File: src/rtl/hilo_muldiv.sv
// hilo_muldiv
//   Holds the architectural HI/LO registers for the multi-cycle controller.
//   MTHI/MTLO write immediately. MULT/MULTU/DIV/DIVU run iteratively:
//   WIDTH shift-add or restoring shift-subtract steps on operand magnitudes,
//   followed by one sign-fix cycle that commits HI and LO together.
//
// Ports
//   clk      : clock, rising edge
//   rst      : asynchronous, active-high reset
//   HILOop   : operation code (0 = none, 1..6 below, 7 = undefined/no-op)
//   HILOwe   : command strobe, accepted only while busy is low
//   rs_data  : operand A (multiplicand / dividend / MTHI-MTLO source)
//   rt_data  : operand B (multiplier / divisor)
//   hi_out   : HI register
//   lo_out   : LO register
//   busy     : iterative operation in flight
//   done     : one-cycle pulse in the cycle after an iterative commit
//
// Build option
//   HILO_FAST_MUL_EN : when defined, MULT/MULTU finish at the accept edge
//                      using a combinational multiplier; DIV/DIVU stay iterative.

module hilo_muldiv #(
  parameter int WIDTH = 32
) (
  input  logic             clk,
  input  logic             rst,
  input  logic [2:0]       HILOop,
  input  logic             HILOwe,
  input  logic [WIDTH-1:0] rs_data,
  input  logic [WIDTH-1:0] rt_data,
  output logic [WIDTH-1:0] hi_out,
  output logic [WIDTH-1:0] lo_out,
  output logic             busy,
  output logic             done
);

  localparam logic [2:0] OP_MULT  = 3'd1;
  localparam logic [2:0] OP_MULTU = 3'd2;
  localparam logic [2:0] OP_DIV   = 3'd3;
  localparam logic [2:0] OP_DIVU  = 3'd4;
  localparam logic [2:0] OP_MTHI  = 3'd5;
  localparam logic [2:0] OP_MTLO  = 3'd6;

  localparam int            CW   = (WIDTH > 1) ? $clog2(WIDTH) : 1;
  localparam logic [CW-1:0] LAST = CW'(WIDTH - 1);

  typedef enum logic [1:0] {
    IDLE,
    RUN,
    FIX
  } state_t;

  state_t state, state_next;

  logic [CW-1:0]    counter;
  logic             accept;
  logic             is_mul, is_div, is_iter, is_signed;
  logic             neg_a, neg_b;
  logic [WIDTH-1:0] mag_a, mag_b;

  // Latched operation context for the iterative path
  logic             op_div, neg_q, neg_r, div_zero;
  logic [WIDTH-1:0] opb;
  logic [WIDTH-1:0] acc_hi, acc_lo;

  logic [WIDTH:0]     mul_sum, div_shift, div_diff;
  logic [2*WIDTH-1:0] prod_mag, prod_fix;
  logic [WIDTH-1:0]   quo_fix, rem_fix, hi_res, lo_res;

  assign accept    = HILOwe && (state == IDLE);
  assign busy      = (state != IDLE);
  assign is_mul    = (HILOop == OP_MULT) || (HILOop == OP_MULTU);
  assign is_div    = (HILOop == OP_DIV)  || (HILOop == OP_DIVU);
  assign is_signed = (HILOop == OP_MULT) || (HILOop == OP_DIV);

`ifdef HILO_FAST_MUL_EN
  assign is_iter = is_div;
`else
  assign is_iter = is_mul || is_div;
`endif

  // Two's complement negation of the most-negative value yields 2^(WIDTH-1),
  // which is exactly right when the result is read as an unsigned magnitude.
  assign neg_a = is_signed && rs_data[WIDTH-1];
  assign neg_b = is_signed && rt_data[WIDTH-1];
  assign mag_a = neg_a ? -rs_data : rs_data;
  assign mag_b = neg_b ? -rt_data : rt_data;

  // One iteration step. Multiply: the multiplier sits in acc_lo and shifts
  // out LSB-first while the partial product shifts into it from acc_hi.
  // Divide: acc_lo holds the dividend shifting out MSB-first and collects
  // quotient bits; acc_hi is the running remainder, and bit WIDTH of the
  // trial difference acts as the borrow.
  always_comb begin
    mul_sum   = {1'b0, acc_hi} + (acc_lo[0] ? {1'b0, opb} : '0);
    div_shift = {acc_hi, acc_lo[WIDTH-1]};
    div_diff  = div_shift - {1'b0, opb};
  end

  // Sign correction applied in FIX. Divide-by-zero forces an all-ones
  // quotient; the remainder path already reproduces the signed dividend.
  always_comb begin
    prod_mag = {acc_hi, acc_lo};
    prod_fix = neg_q ? -prod_mag : prod_mag;
    quo_fix  = div_zero ? '1 : (neg_q ? -acc_lo : acc_lo);
    rem_fix  = neg_r ? -acc_hi : acc_hi;
    if (op_div) begin
      hi_res = rem_fix;
      lo_res = quo_fix;
    end else begin
      hi_res = prod_fix[2*WIDTH-1:WIDTH];
      lo_res = prod_fix[WIDTH-1:0];
    end
  end

`ifdef HILO_FAST_MUL_EN
  // Sign-extending to 2*WIDTH makes the low 2*WIDTH product bits correct
  // for both signed and unsigned operands.
  logic [2*WIDTH-1:0] fast_a, fast_b, fast_prod;
  always_comb begin
    fast_a    = is_signed ? {{WIDTH{rs_data[WIDTH-1]}}, rs_data} : {{WIDTH{1'b0}}, rs_data};
    fast_b    = is_signed ? {{WIDTH{rt_data[WIDTH-1]}}, rt_data} : {{WIDTH{1'b0}}, rt_data};
    fast_prod = fast_a * fast_b;
  end
`endif

  always_ff @(posedge clk or posedge rst) begin
    if (rst) state <= IDLE;
    else     state <= state_next;
  end

  always_comb begin
    state_next = state;
    case (state)
      IDLE:    if (accept && is_iter) state_next = RUN;
      RUN:     if (counter == LAST)   state_next = FIX;
      FIX:     state_next = IDLE;
      default: state_next = IDLE;
    endcase
  end

  always_ff @(posedge clk or posedge rst) begin
    if (rst) begin
      counter  <= '0;
      op_div   <= 1'b0;
      neg_q    <= 1'b0;
      neg_r    <= 1'b0;
      div_zero <= 1'b0;
      opb      <= '0;
      acc_hi   <= '0;
      acc_lo   <= '0;
      hi_out   <= '0;
      lo_out   <= '0;
      done     <= 1'b0;
    end else begin
      done <= 1'b0;
      case (state)
        IDLE: begin
          if (accept) begin
            if (HILOop == OP_MTHI) begin
              hi_out <= rs_data;
            end else if (HILOop == OP_MTLO) begin
              lo_out <= rs_data;
            end
`ifdef HILO_FAST_MUL_EN
            else if (is_mul) begin
              hi_out <= fast_prod[2*WIDTH-1:WIDTH];
              lo_out <= fast_prod[WIDTH-1:0];
            end
`endif
            if (is_iter) begin
              counter  <= '0;
              op_div   <= is_div;
              neg_q    <= neg_a ^ neg_b;
              neg_r    <= neg_a;
              div_zero <= is_div && (rt_data == '0);
              opb      <= mag_b;
              acc_hi   <= '0;
              acc_lo   <= mag_a;
            end
          end
        end
        RUN: begin
          counter <= (counter == LAST) ? '0 : counter + CW'(1);
          if (op_div) begin
            if (!div_diff[WIDTH]) begin
              acc_hi <= div_diff[WIDTH-1:0];
              acc_lo <= {acc_lo[WIDTH-2:0], 1'b1};
            end else begin
              acc_hi <= div_shift[WIDTH-1:0];
              acc_lo <= {acc_lo[WIDTH-2:0], 1'b0};
            end
          end else begin
            acc_hi <= mul_sum[WIDTH:1];
            acc_lo <= {mul_sum[0], acc_lo[WIDTH-1:1]};
          end
        end
        FIX: begin
          hi_out <= hi_res;
          lo_out <= lo_res;
          done   <= 1'b1;
        end
        default: ;
      endcase
    end
  end

endmodule

File: config.mk
export PLATFORM = sky130hd
export DESIGN_NAME = hilo_muldiv
export DESIGN_NICKNAME = d
export VERILOG_FILES = /design/src/rtl/hilo_muldiv.sv
export SDC_FILE = /design/constraint.sdc
export NUM_CORES = 1
export LEC_CHECK = 0
export CORE_ASPECT_RATIO = 1.4
export CORE_MARGIN = 2
export CORE_UTILIZATION = 30
export DETAILED_ROUTE_END_ITERATION = 6
export GPL_TIMING_DRIVEN = 0
export PLACE_DENSITY = 0.46
export SYNTH_ARGS = -nofsm -noshare
export SYNTH_HDL_FRONTEND = slang
export SYNTH_SLANG_ARGS = --single-unit
File: constraint.sdc
create_clock -name clk -period 6.9 [get_ports clk]
set_input_delay 0.69 -clock clk [delete_from_list [all_inputs] [get_ports clk]]
set_output_delay 0.69 -clock clk [all_outputs]
set_load 0.02 [all_outputs]
==> out/results.tsv, run 1 <==
stage	metric	value	unit
cts	hold buffer count at CTS	0	
cts	clock sinks	172	
routing	DRT iter0 DRCs	956	
timing	Final Critical Period	5.04	ns
global_route	initial antenna violation count	0	
cts	clk_lat worst skew	0.47	ns
timing	final slew viol count	0	
yosys	Post-Synth XOR/XNOR Area	0.0997	
timing	Final Cycle Share	0.730	
pwr	power consumption	9050	uW
global_route	GRT overflow	0	
critical_path	CP dominant cell by count	a31oi_1	
floorplan	Std-Cell Rows	94	
place	Detail Placement HPWL	46900	um
min_path	Hold Startpoint	lo_out[15]	
yosys	sequential fraction of the synthesis area	0.304	
yosys	ys async rst share	1.00	
run_status	status	finished clean	
routing	routed wire length on met2	31600	um
global_route	wire length of the first global-routing pass	88500	um
finish	n_diodes	0	
timing	normalized max-slew margin	0.204	
min_path	Hold EP	lo_out[15]	
critical_path	nature of the critical path endpoint	register	
timing	final setup skew	0.0127	ns
cts	H-tree depth	4	
routing	Residual DRC	0	
floorplan	DIE AREA	48900	um2
yosys	ys flop type	dfrtp_1	
critical_path	Reg2Reg Depth	13	
cts	Reg clk slew, reported paths	0.08	ns
timing	FMAX	198	MHz
routing	vias per std cell	5.48	
routing	WL per Instance	22.9	um
min_path	worst hold path cell count	2	
critical_path	crit path kind	register to register	
floorplan	Initial Utilization	0.302	
yosys	synth unique cells	82	
critical_path	FF-to-FF setup slack	1.86	ns
routing	routed length on met3	2060	um
critical_path	reg2reg start	acc_lo[0]	
finish	Synth-to-Final Area Change	19.6	%
min_path	kind of path behind the tightest hold check	register to register	
run	max_cap viols	0	
global_route	pin count of the biggest net entering global routing	93	
cts	Root Driver	clkbuf_16	
timing	final hold slack	0.479	ns
critical_path	worst r2r dst	acc_hi[31]	
place	Port Buffer Count	134	
global_route	Total GRT Usage	0.240	
timing	RSZ-0062 raised after global routing	no	
routing	max layer used	met4	
finish	final instance area	16900	um2
timing	Hold Fails Final Rpt	0	
finish	most common cell after layout, fill and taps aside	o21ai_0	
yosys	compound-cell area share of the yosys netlist	0.272	
yosys	Synth Net Count	1937	
cts	Post-CTS Setup Bufs	0	
critical_path	CP Data Arrival Time	5.43	ns
timing	actual slew at the worst max-slew pin	1.19	ns
yosys	combinational family with the most area after synthesis	compound AO/OA/AOI/OAI gates	
place	placed instance area	16300	um2
floorplan	die width	188	um
yosys	number of synthesized flops with an enable pin	0	
critical_path	peak fanout along the critical path	6	
pwr	Max VDD drop	197	uV
pwr	leakage	0.00682	uW
floorplan	# IOs	136	
routing	final wirelength	59200	um
routing	vias	14186	
floorplan	Core Region	46800	um2
yosys	Cells after Synth	1795	
finish	most frequent cells in the layout	213 x o21ai_0, 206 x nand2_1, 172 x dfrtp_1	
cts	CTS Buf Count	17	
cts	Post-CTS Resized	0	
cts	Max Root-Sink Buffers	2	
critical_path	Slowest-stage cell, CP	o311ai_0	
place	DP Cell Count	2554	
routing	DRT met1 WL	23300	um
pwr	P per Cell Area	535	nW/um2
routing	DR pass1 iterations	5	
yosys	Synth Register Bits	172	
finish	final non-filler cell total	2587	
global_route	vias in the first global route	14490	
yosys	post-synthesis mux area share	0.0301	
yosys	post-synthesis cell area	14100	um2
floorplan	Die H	261	um
critical_path	crit path launch type	register	
critical_path	crit path cell chain	and2_1, ha_1, inv_1, fa_1, and2b_1, o2111ai_1, a31oi_1, a31oi_1, o311ai_0, a41oi_1, o21a_1, a2111oi_0, o41a_1	
critical_path	critical path required time	7.29	ns
finish	Final #Nets	2092	
yosys	Synth Area in Adders	0.0647	
yosys	Syn. warnings	0	
routing	Antenna Nets Post-Route	0	
timing	Finish-stage setup viols	0	
cts	TritonCTS clock tree	built	
place	RePlAce Congestion	0.945	
critical_path	CP max stage delay	0.91	ns
yosys	Synth Area in Simple Gates	0.181	
finish	fraction of layout instances using a drive strength above 1	0.0372	
yosys	syn_area_per_cell	7.88	um2
==> cell families (layout without fill, tap and decap cells) <==
family | after synthesis | in the layout
adder cells (fa/ha/maj) | 72 | 72
XOR/XNOR | 161 | 161
flip-flops | 172 | 172
AND/OR/NAND/NOR | 554 | 554
multiplexers | 42 | 42
buffers and inverters | 178 | 346
AO/OA/AOI/OAI | 616 | 616
==> cell usage after synthesis, types with 9 or more instances <==
| cell | count | area, um2 |
|---|---|---|
| a211oi_1 | 17 | 128 |
| a21o_1 | 26 | 195 |
| a21oi_1 | 136 | 681 |
| a22oi_1 | 19 | 143 |
| a31oi_1 | 30 | 188 |
| and2_1 | 9 | 56.3 |
| and3_1 | 11 | 68.8 |
| clkbuf_1 | 91 | 342 |
| dfrtp_1 | 172 | 4300 |
| ha_1 | 70 | 876 |
| inv_1 | 69 | 259 |
| mux2i_1 | 38 | 380 |
| nand2_1 | 206 | 773 |
| nand2b_1 | 19 | 119 |
| nand3_1 | 21 | 105 |
| nand4_1 | 11 | 68.8 |
| nor2_1 | 156 | 586 |
| nor3_1 | 47 | 235 |
| nor4_1 | 12 | 75.1 |
| o211ai_1 | 22 | 165 |
| o21a_1 | 11 | 82.6 |
| o21ai_0 | 213 | 1070 |
| o21bai_1 | 9 | 67.6 |
| o22ai_1 | 36 | 225 |
| o31ai_1 | 21 | 158 |
| o41ai_1 | 9 | 78.8 |
| or3_1 | 15 | 93.8 |
| or4_1 | 10 | 75.1 |
| xnor2_1 | 99 | 867 |
| xor2_1 | 62 | 543 |
==> critical path, delay by kind of cell (launching register included) <==
family,cells,cell delay (ns)
AO/OA/AOI/OAI,8,3.31
adder cells (fa/ha/maj),2,0.59
buffers and inverters,1,0.07
flip-flops,1,0.51
AND/OR/NAND/NOR,2,0.46
==> report_power, final <==
part           switching [uW]  internal [uW]  total [uW]
Clock                     483            578        1060
Combinational            3580           2330        5910
Sequential                580           1490        2070
Total                    4650           4400        9050
==> through the flow <==
| step | setup TNS (ns) | util | worst slack (ns) |
|---|---|---|---|
| final | 0 | 0.362 | 1.86 |
| after detailed placement | 0 | 0.348 | 1.71 |
| after floorplan | 0 | - | 1.55 |
| after CTS | 0 | 0.361 | 1.65 |
| after global routing | 0 | 0.362 | 1.47 |
| after global placement | -247.57 | 0.348 | -1.46 |
==> flip-flops by register name (all words and copies together), names as in the netlist <==
register	count
acc_hi	32
acc_lo	32
hi_out	32
lo_out	32
opb	32
counter	5
state	2
div_zero	1
done	1
neg_q	1
neg_r	1
op_div	1
==> metal layers <==
metal  global-route usage  vias to the layer above
met5                    0                        -
met4                0.105                        0
met3               0.0279                      119
met2                0.466                      395
met1                0.262                     6888
li1                     -                     6784
==> how the worst max path moves through the flow <==
stage	end	cells past startpoint	slack (ns)	from
floorplan	acc_hi[0]	1	1.55	rst
global placement	opb[26]	2	-1.46	rst
CTS	acc_hi[31]	13	1.65	acc_lo[0]
detailed placement	acc_hi[31]	13	1.71	acc_lo[0]
global route	acc_hi[31]	12	1.47	acc_lo[0]
finish	acc_hi[31]	13	1.86	acc_lo[0]
==> cell type report <==
class / count / area, um2
plain buffers: 109 / 428
clock inverters: 14 / 186
flip-flops and latches: 172 / 4300
inverters: 69 / 267
multi-input cells: 1445 / 9160
clock buffers: 18 / 429
well taps: 624 / 781
fillers: 5059 / 29900
repair buffers: 136 / 1370
No activity file was read; power rests on OpenSTA's default activity.
==> inputs of run 2 (changes only) <==
PLACE_DENSITY = 0.48   (was 0.46)
clock period = 4.4 ns   (was 6.9 ns; I/O delays follow)
==> run 2 against run 1 <==
Combinational power grew 58%. Cell area grew 0.93%. Via count is essentially flat. Worst setup slack lost 1.6 ns. Sequential share of layout area shrank 0.23 points. Utilization grew 0.34 points. First-iteration DRC count shrank 18%. Critical path type unchanged. Largest power group unchanged.
==> out/results.tsv, run 2 (same netlist as run 1, synthesis figures left out) <==
stage	metric	value	unit
critical_path	Slowest-stage cell, CP	dfrtp_1	
cts	clk_lat worst skew	0.47	ns
finish	most common cell after layout, fill and taps aside	o21ai_0	
pwr	Logic pwr share	0.654	
cts	Post-CTS Setup Bufs	0	
routing	vias per std cell	5.48	
cts	Root Driver	clkbuf_16	
pwr	Int Pwr	7050	uW
floorplan	Initial Utilization	0.302	
timing	Final Critical Period	4.18	ns
floorplan	# IOs	136	
routing	DR pass1 iterations	5	
global_route	Total GRT Usage	0.233	
pwr	Max VDD drop	352	uV
cts	hold buffer count at CTS	0	
finish	Final #Nets	2095	
timing	final setup skew	0.0115	ns
critical_path	critical path required time	4.74	ns
floorplan	Core Region	46800	um2
critical_path	CP max stage delay	0.56	ns
global_route	wire length of the first global-routing pass	86800	um
finish	n_diodes	0	
pwr	power consumption	14300	uW
min_path	kind of path behind the tightest hold check	primary input to asynchronous set/reset pin	
global_route	GRT overflow	0	
floorplan	DIE AREA	48900	um2
floorplan	Die H	261	um
pwr	Reg power frac	0.226	
cts	clock sinks	172	
pwr	sw power	7250	uW
finish	Synth-to-Final Area Change	20.7	%
timing	Hold Fails Final Rpt	0	
routing	WL per Instance	22.1	um
timing	Finish-stage setup viols	0	
timing	RSZ-0062 raised after global routing	no	
timing	final slew viol count	0	
cts	H-tree depth	4	
finish	Fillers	5070	
finish	most frequent cells in the layout	211 x o21ai_0, 206 x nand2_1, 172 x dfrtp_1	
pwr	sw frac	0.507	
place	placed instance area	16400	um2
global_route	pin count of the biggest net entering global routing	41	
cts	Max Root-Sink Buffers	2	
routing	DRT iter0 DRCs	783	
critical_path	crit path kind	register to register	
cts	Reg clk slew, reported paths	0.07	ns
place	Port Buffer Count	134	
global_route	initial antenna violation count	0	
critical_path	nature of the critical path endpoint	register	
global_route	vias in the first global route	14405	
critical_path	crit path cell chain	inv_1, ha_1, fa_1, nand2b_1, a21oi_2, o21bai_2, o41a_1, a31oi_4, xnor2_2, clkbuf_2, o21ai_0, a221o_1	
finish	fraction of layout instances using a drive strength above 1	0.0453	
critical_path	peak fanout along the critical path	10	
run	max_cap viols	0	
timing	normalized max-slew margin	0.149	
pwr	P per Cell Area	837	nW/um2
critical_path	crit path launch type	register	
timing	Final Cycle Share	0.949	
run_status	status	finished clean	
floorplan	Std-Cell Rows	94	
place	Detail Placement HPWL	45800	um
cts	CTS Buf Count	17	
routing	Antenna Nets Post-Route	0	
place	RePlAce Congestion	0.948	
pwr	clock share of power	0.120	
routing	final wirelength	57300	um
critical_path	worst path bufs/invs	2	
floorplan	die width	188	um
timing	actual slew at the worst max-slew pin	1.27	ns
critical_path	CP top delay family	compound AO/OA/AOI/OAI gates	
pwr	leakage	0.00689	uW
routing	vias	14175	
cts	TritonCTS clock tree	built	
finish	final instance area	17100	um2
critical_path	CP Data Arrival Time	4.52	ns
routing	Residual DRC	0	
timing	TNS Setup	0	ns
timing	FMAX	240	MHz
run 2: area by class of cell:
type                       count  area, um2  area share
multi-input combinational   1445       9220       0.540
sequential                   172       4300       0.252
timing repair buffer         139       1440      0.0844
tap                          624        781      0.0457
clock buffer                  21        470      0.0275
buffer                       109        438      0.0256
inverter                      69        263      0.0154
clock inverter                10        163     0.00952
run 2: path summary, 6_finish.rpt:
kind	from	to	slack, ns	cells after the start
setup / recovery	acc_lo[31]	acc_hi[23]	0.22	12
hold / removal	rst	hi_out[29]	0.35	2
setup reg to reg	acc_lo[31]	acc_hi[23]	0.22	12
hold reg to reg	lo_out[10]	lo_out[10]	0.48	2
max in group asynchronous	rst	state[1]	3.07	5
min in group clk	rs_data[7]	hi_out[7]	0.43	3
run 2: routing by layer:
metal	GRT usage	part of all wire
met5	0	0
met1	0.262	0.39
met4	0.117	0.045
met3	0.0235	0.043
met2	0.438	0.52
run 2: power by group through the flow:
stage               registers (uW)  clock network, uW  logic [uW]
floorplan                     3270                  0        6040
global placement              3250                  0        9100
detailed placement            3250                  0        9140
CTS                           3220               1730        9220
global route                  3330               1790       10200
finish                        3230               1710        9350
run 2: what timing repair did:
item | in CTS | in global routing
resized for setup | 10 | 13
pin swaps | 0 | 1
setup endpoints to repair | 21 | 15
run 2: per-stage QoR:
step	worst slack, ns	utilization	hold WS, ns	std cells
4_1_cts	0.0134	0.364	0.361	2589
6_report	0.225	0.365	0.352	2589
2_1_floorplan	0.981	-	0.450	1795
3_3_place_gp	-0.699	0.348	0.463	2553
3_5_place_dp	-0.713	0.350	0.471	2558
5_1_grt	0.0808	0.365	0.403	2589
